## src/rtl/ex_hazard_ctrl.sv

```systemverilog
// EX-stage hazard controller: operand forwarding selects, load-use stall/bubble,
// and a two-state multiply/divide unit sequencer with timeout and stall counter.
module ex_hazard_ctrl #(
    parameter int MDU_TIMEOUT = 64,
    parameter int CNT_W       = 32
) (
    input  logic             iClk,
    input  logic             iRst,
    input  logic             iEx_valid,
    input  logic [4:0]       iEx_rs1_addr,
    input  logic [4:0]       iEx_rs2_addr,
    input  logic             iEx_rs1_used,
    input  logic             iEx_rs2_used,
    input  logic             iEx_is_mdu,
    input  logic [4:0]       iExMe_rd_addr,
    input  logic             iExMe_wr_en,
    input  logic             iExMe_is_load,
    input  logic [4:0]       iMeWb_rd_addr,
    input  logic             iMeWb_wr_en,
    input  logic             iFlush,
    input  logic             iMdu_done,
    output logic             oFwExS1_en,
    output logic             oFwExS2_en,
    output logic             oFwMeS1_en,
    output logic             oFwMeS2_en,
    output logic             oStall,
    output logic             oBubble,
    output logic             oMdu_start,
    output logic             oMdu_abort,
    output logic             oMdu_err,
    output logic [CNT_W-1:0] oStallCnt
);

    localparam int TO_W = (MDU_TIMEOUT > 1) ? $clog2(MDU_TIMEOUT) : 1;
    localparam logic [TO_W-1:0] TO_LAST = TO_W'(MDU_TIMEOUT - 1);

    typedef enum logic {
        IDLE = 1'b0,
        BUSY = 1'b1
    } mduState_t;

    mduState_t       stateReg, stateNext;
    logic [TO_W-1:0] toCntReg, toCntNext;
    logic [CNT_W-1:0] stallCntReg;

    logic [1:0][4:0] rsAddr;
    logic [1:0]      rsUsed;
    logic [1:0]      exMatch, meMatch, fwEx, fwMe;
    logic            loadUse, loadStall;
    logic            mduStall, mduStart, mduAbort, mduErr;
    logic            stallRaw;

    assign rsAddr = {iEx_rs2_addr, iEx_rs1_addr};
    assign rsUsed = {iEx_rs2_used, iEx_rs1_used};

    // Per-operand matching; EX/MEM is the younger producer and wins over MEM/WB.
    genvar gi;
    generate
        for (gi = 0; gi < 2; gi++) begin : gOperand
            assign exMatch[gi] = iEx_valid & rsUsed[gi] & (rsAddr[gi] != 5'd0)
                               & iExMe_wr_en & (iExMe_rd_addr == rsAddr[gi]);
            assign meMatch[gi] = iEx_valid & rsUsed[gi] & (rsAddr[gi] != 5'd0)
                               & iMeWb_wr_en & (iMeWb_rd_addr == rsAddr[gi]);
            assign fwEx[gi]    = exMatch[gi] & ~iExMe_is_load;
            assign fwMe[gi]    = meMatch[gi] & ~exMatch[gi];
        end
    endgenerate

    assign loadUse   = (|exMatch) & iExMe_is_load;
    assign loadStall = loadUse & ~iFlush;

    always_comb begin
        stateNext = stateReg;
        toCntNext = toCntReg;
        mduStart  = 1'b0;
        mduAbort  = 1'b0;
        mduErr    = 1'b0;
        mduStall  = 1'b0;
        case (stateReg)
            IDLE: begin
                // A pending load-use takes precedence; the MDU launches a cycle later.
                if (iEx_valid & iEx_is_mdu & ~iFlush & ~loadUse) begin
                    mduStart  = 1'b1;
                    mduStall  = 1'b1;
                    toCntNext = '0;
                    stateNext = BUSY;
                end
            end
            BUSY: begin
                if (iFlush) begin
                    mduAbort  = 1'b1;
                    stateNext = IDLE;
                end else if (iMdu_done) begin
                    stateNext = IDLE;
                end else if (toCntReg == TO_LAST) begin
                    mduErr    = 1'b1;
                    mduAbort  = 1'b1;
                    stateNext = IDLE;
                end else begin
                    mduStall  = 1'b1;
                    toCntNext = toCntReg + TO_W'(1);
                end
            end
            default: stateNext = IDLE;
        endcase
    end

    assign stallRaw = loadStall | mduStall;

    always_ff @(posedge iClk or posedge iRst) begin
        if (iRst) begin
            stateReg <= IDLE;
            toCntReg <= '0;
        end else begin
            stateReg <= stateNext;
            toCntReg <= toCntNext;
        end
    end

    always_ff @(posedge iClk or posedge iRst) begin
        if (iRst) begin
            stallCntReg <= '0;
        end else if (stallRaw && (stallCntReg != {CNT_W{1'b1}})) begin
            stallCntReg <= stallCntReg + CNT_W'(1);
        end
    end

    // Everything is forced low while reset is held, so a reset mid-BUSY never aborts.
    assign oFwExS1_en = fwEx[0] & ~iRst;
    assign oFwExS2_en = fwEx[1] & ~iRst;
    assign oFwMeS1_en = fwMe[0] & ~iRst;
    assign oFwMeS2_en = fwMe[1] & ~iRst;
    assign oStall     = stallRaw & ~iRst;
    assign oBubble    = loadStall & ~iRst;
    assign oMdu_start = mduStart & ~iRst;
    assign oMdu_abort = mduAbort & ~iRst;
    assign oMdu_err   = mduErr & ~iRst;
    assign oStallCnt  = stallCntReg;

endmodule

```

## config.mk

```make
export PLATFORM = sky130hd
export DESIGN_NAME = ex_hazard_ctrl
export DESIGN_NICKNAME = d
export VERILOG_FILES = /design/src/rtl/ex_hazard_ctrl.sv
export SDC_FILE = /design/constraint.sdc
export NUM_CORES = 1
export LEC_CHECK = 0
export ABC_AREA = 1
export CAP_MARGIN = 20
export CORE_MARGIN = 2
export CORE_UTILIZATION = 40
export CTS_CLUSTER_DIAMETER = 120
export DETAILED_ROUTE_END_ITERATION = 8
export HOLD_SLACK_MARGIN = 0.1
export PLACE_DENSITY = 0.74
export SYNTH_ARGS = -nofsm -noshare
export SYNTH_HDL_FRONTEND = slang
export SYNTH_SLANG_ARGS = --single-unit
```

## constraint.sdc

```tcl
create_clock -name iClk -period 5.28 [get_ports iClk]
set_input_delay 1.584 -clock iClk [delete_from_list [all_inputs] [get_ports iClk]]
set_output_delay 1.584 -clock iClk [all_outputs]
set_load 0.03 [all_outputs]
```

After elaboration in Yosys (flattened, before gate mapping)
Cells that the tools add are included.
{"block": "op_classes", "bitwise": 38, "n_addsub": 2, "n_reduce_logical": 5, "mux": 17, "n_eq_ne": 10}
{"cell": "adder 32 x 1 -> 32 bit, second input constant", "n": 1}
{"cell": "inequality test 32 bit, second input constant", "n": 1}
{"cell": "AND 1 bit", "n": 30}
{"cell": "2-to-1 mux 6 bit", "n": 4}
{"cell": "== test 5 bit", "n": 4}
{"cell": "case mux 6 bit (2 select lines)", "n": 1}
{"cell": "2-to-1 mux 1 bit", "n": 11}
{"cell": "nonzero test 5 bit", "n": 2}
{"cell": "inequality test 2 bit, second input constant", "n": 4}
{"cell": "NOT 1 bit", "n": 7}
{"cell": "adder 6 x 1 -> 6 bit, second input constant", "n": 1}
{"cell": "== test 6 bit, second input constant", "n": 1}
{"cell": "AND reduction 4 bit", "n": 1}
{"cell": "case mux 1 bit (2 select lines)", "n": 1}
{"cell": "OR reduction 2 bit", "n": 1}
{"cell": "logical AND 1 bit", "n": 1}
{"cell": "bitwise OR 1 bit", "n": 1}
{"block": "totals", "wordCells": 75, "ff_bits": 39, "inputBits": 31, "out_inout_bits": 41}

Longest topological paths before layout
{"block": "depth", "depth_word": 12, "ltp_mapped": 14}

Worst setup path before layout
OpenSTA, ideal clock, no wires.
{"block": "synth_timing", "kind": "input port to output port", "from": "input port iRst", "to": "output port oFwMeS1_en", "slack_ps": -98, "required_time_ps": 3696, "arrival_ps": 3794, "cell_stages": 5, "cell_sequence": "inv_1 -> nand2_1 -> a2111oi_0 -> nand2_1 -> nor3b_1"}
{"block": "synth_via", "elab_chain_len": 2}
{"item": "from (decl)", "line_no": "8", "text": "input logic iRst,"}
{"item": "NOT 1 bit", "line_no": "131", "text": "assign oFwMeS1_en = fwMe[0] & ~iRst;"}
{"item": "AND 1 bit", "line_no": "131"}
{"item": "to (decl)", "line_no": "24", "text": "output logic oFwMeS1_en,"}
Every way passes these cells.

Worst setup path after layout
{"block": "layout_timing", "from": "input port iEx_rs2_addr[1]", "to": "output port oFwExS2_en"}
{"block": "layout_via", "elab_chain_len": 6, "elab_cells_between_ends": 7, "classes_between": "1 x eq/ne; 5 x bitwise; 1 x reduce/logical"}
{"item": "from (decl)", "line_no": "11", "text": "input logic [4:0] iEx_rs2_addr,"}
{"item": "nonzero test 5 bit", "line_no": "60", "text": "assign exMatch[gi] = iEx_valid & rsUsed[gi] & (rsAddr[gi] != 5'd0)"}
{"item": "AND 1 bit", "line_no": "60"}
{"item": "AND 1 bit", "line_no": "61", "text": "& iExMe_wr_en & (iExMe_rd_addr == rsAddr[gi]);"}
{"item": "AND 1 bit *", "line_no": "61"}
{"item": "AND 1 bit *", "line_no": "64", "text": "assign fwEx[gi] = exMatch[gi] & ~iExMe_is_load;"}
{"item": "AND 1 bit *", "line_no": "130", "text": "assign oFwExS2_en = fwEx[1] & ~iRst;"}
{"item": "to (decl)", "line_no": "23", "text": "output logic oFwExS2_en,"}
Mark *: on every way between the ends. The rest lies on a longest branch, timed or not.

==> flow_metrics.py <==
metrics = {
    "drt": {
        "wl_met1_um": 3960,
        "wl_per_cell_um": 13.5,
        "drt-initial-drc-count": 277,
        "viasPerCell": 5.09,
        "drc": 0,
        "top_layer": "met4",
        "ant_nets": 0,
        "num_vias": 3118,
        "wl_met3_um": 304,
        "wl_met2_um": 3870,
        "wl_um": 8260,
        "drt_pre_antenna_iters": 5,
    },
    "sta": {
        "fmax_mhz": 200,
        "worst_pin_slew_ps": 725,
        "setup_viol": 0,
        "rsz0062_at_grt": "no",
        "tns_ps": 0,
        "final.period_utilization_pct": 94.8,
        "fin_skew_ps": 6.03,
        "final_hold_viol_count": 0,
        "final.min_clock_period_ps": 5010,
        "slew_viol_final": 0,
        "max_slew_margin_pct": 51.4,
    },
    "synth": {
        "syn-instance-count": 445,
        "netlist_top_cells_area": "dfrtp_1 33%, nand2_1 20%, nand3_1 7.6%, xor2_1 7.1%, nor2_1 6.4%",
        "syn-mean-instance-area_um2": 6.62,
        "synthArstFlopShare_pct": 100,
        "synth-seq-cells": 39,
        "synth_cell_types": 30,
        "synthFlopType": "dfrtp_1",
        "yosysTopAreaCellShare_pct": 33.1,
        "ys_seq_area_share_pct": 33.1,
        "synth_edf_count": 0,
        "syn_nets": 478,
        "yosysWarnings": 0,
        "synth_area_um2": 2950,
        "yosysTopAreaCell": "dfrtp_1",
    },
    "clock_network": {
        "cts_max_level": 2,
        "clk_pin_slew_ps": 80,
        "cts_made_buffers": 5,
        "cts_setup_buffers": 0,
        "hold_buffers": 0,
        "cts_tree": "done",
        "clock_path_buffers": 2,
        "root_buffer": "clkbuf_8",
        "insertion_delay_ps": 290,
        "clkSinkCount": 39,
        "cts.repair.resized": 0,
    },
    "hold_path": {
        "hold_path_class": "reg -> reg",
        "hold_path_end": "oStallCnt[5]$_DFFE_PP0P_",
        "holdCritStartpoint": "oStallCnt[5]$_DFFE_PP0P_",
        "hold_path_depth": 2,
    },
    "worst_setup_path": {
        "critPathArrivalTime_ps": 3420,
        "start_kind": "input port",
        "rr_startpoint": "oStallCnt[0]$_DFFE_PP0P_",
        "path_max_fanout": 4,
        "reg2reg_slack_ps": 2280,
        "crit_required_ps": 3700,
        "end_kind": "primary output",
        "rr_worst_depth": 9,
        "critPathKind": "in -> out",
        "rr_endpoint": "oStallCnt[19]$_DFFE_PP0P_",
    },
    "placed_design": {
        "dp.cells": 605,
        "finalWeightedCongestion": 0.944,
        "io_buffers": 71,
        "place_hpwl_um": 6420,
    },
    "floorplanning": {
        "io_pins": 72,
        "rows": 31,
        "die_area_um2": 8070,
        "die_height_um": 89.8,
        "start_util_pct": 41.1,
        "die_w_um": 89.8,
        "core-area_um2": 7180,
    },
    "power": {
        "power_density_nw_per_um2": 190,
        "irDropWorstVdd_uv": 78.7,
        "leakage_nw": 1.85,
    },
    "cells_and_area": {
        "nNetsFinal": 546,
        "finalNonFillerCells": 613,
        "antennaDiodeCount": 0,
        "final_util_pct": 53.5,
        "syn2layout_area_growth_pct": 30.3,
        "fill_cells": 707,
        "layout-drive-gt1-share_pct": 5.84,
    },
    "grt": {
        "grtUsageTotal_pct": 20.5,
        "grt-ovfl-total": 0,
        "grt_pass1_wl_um": 13900,
        "antenna_found_initial": 0,
        "grt_max_degree": 34,
        "grt_pass1_vias": 2896,
    },
    "outcome": {
        "status": "complete, no violations",
    },
    "job": {
        "maxCapViolCount": 0,
    },
}
-- area by class of cell --
type                            count  area (µm²)  area share [%]
Tap cell                           99         124            3.22
Inverter                           46         176            4.59
Sequential cell                    39         976            25.4
Clock buffer                        8         100            2.61
Timing Repair Buffer               74         746            19.4
Multi-Input combinational cell    347        1720            44.8
-- per-layer routing --
| layer | global-route usage, % | up-vias |
|---|---|---|
| met1 | 28.5 | 1466 |
| met4 | 4.74 | 0 |
| li1 | - | 1555 |
| met2 | 34.2 | 85 |
| met5 | 0 | - |
| met3 | 2.51 | 12 |
-- layout by cell type, fill, tap and decap left out, types with 4 or more instances in the layout --
cell type        instances
dfrtp_1                 39
inv_1                   41
nand2_1                154
xor2_1                  24
nand4_1                 12
inv_2                    4
nand3_1                 45
clkbuf_8                 7
clkdlybuf4s50_1         66
nor3_1                  16
nor2_1                  50
xnor2_1                 11
nor3b_1                  4
o21ai_0                 10
buf_4                    6
-- per-stage QoR --
step	area [µm²]	setup WS (ps)	hold slack (ps)	total power, W
after floorplan	2950	351	521	0.000436
after global routing	3840	159	590	0.000765
after global placement	3740	357	514	0.000506
final	3840	274	542	0.000730
after detailed placement	3740	281	520	0.000509
after CTS	3840	285	540	0.000734
-- worst max-delay path by stage --
stage	startpoint	endpoint	slack (ps)
CTS	iEx_rs2_addr[1]	oFwExS2_en	290
detailed placement	iEx_rs2_addr[1]	oFwExS2_en	280
finish	iEx_rs2_addr[1]	oFwExS2_en	270
floorplan	iRst	oFwMeS1_en	350
global placement	iExMe_rd_addr[1]	oFwExS2_en	360
global route	iEx_rs2_addr[1]	oStall	160
-- state kept, by name (all words and copies together) (netlist names) --
signal and cells:
oStallCnt 32, stateReg 1, toCntReg 6
-- cells in the mapped netlist, drive strengths merged (3+ instances only) --
cell    instances
buf             9
clkbuf          4
dfrtp          39
inv            46
nand2         155
nand3          48
nand3b          3
nand4          12
nor2           51
nor3           17
nor3b           4
nor4            3
o21ai          11
xnor2          11
xor2           24
-- critical path: stages --
cell,delay [ps]
clkdlybuf4s50_1,540
inv_1,80
nand2_1,60
nand3_1,100
nor2_1,130
nand3_1,130
nor2_1,120
clkdlybuf4s50_1,690
-- cells by family (layout without fill, tap and decap cells) --
| group | Yosys count | in the layout | share of synthesized area (%) |
|---|---|---|---|
| compound gates | 16 | 16 | 3.01 |
| xor+xnor | 35 | 35 | 10.4 |
| fa+ha+maj | 2 | 2 | 0.849 |
| buf+inv | 59 | 128 | 8.53 |
| flops | 39 | 39 | 33.1 |
| simple gates | 294 | 294 | 44.1 |
-- report_power, final --
part	switching [W]	internal (W)	total [W]
registers	0.0000244	0.000313	0.000337
logic	0.0000962	0.0000692	0.000165
clock network	0.000108	0.000119	0.000227
total	0.000228	0.000501	0.000730
Note: power is estimated with default switching activity, not from simulation.
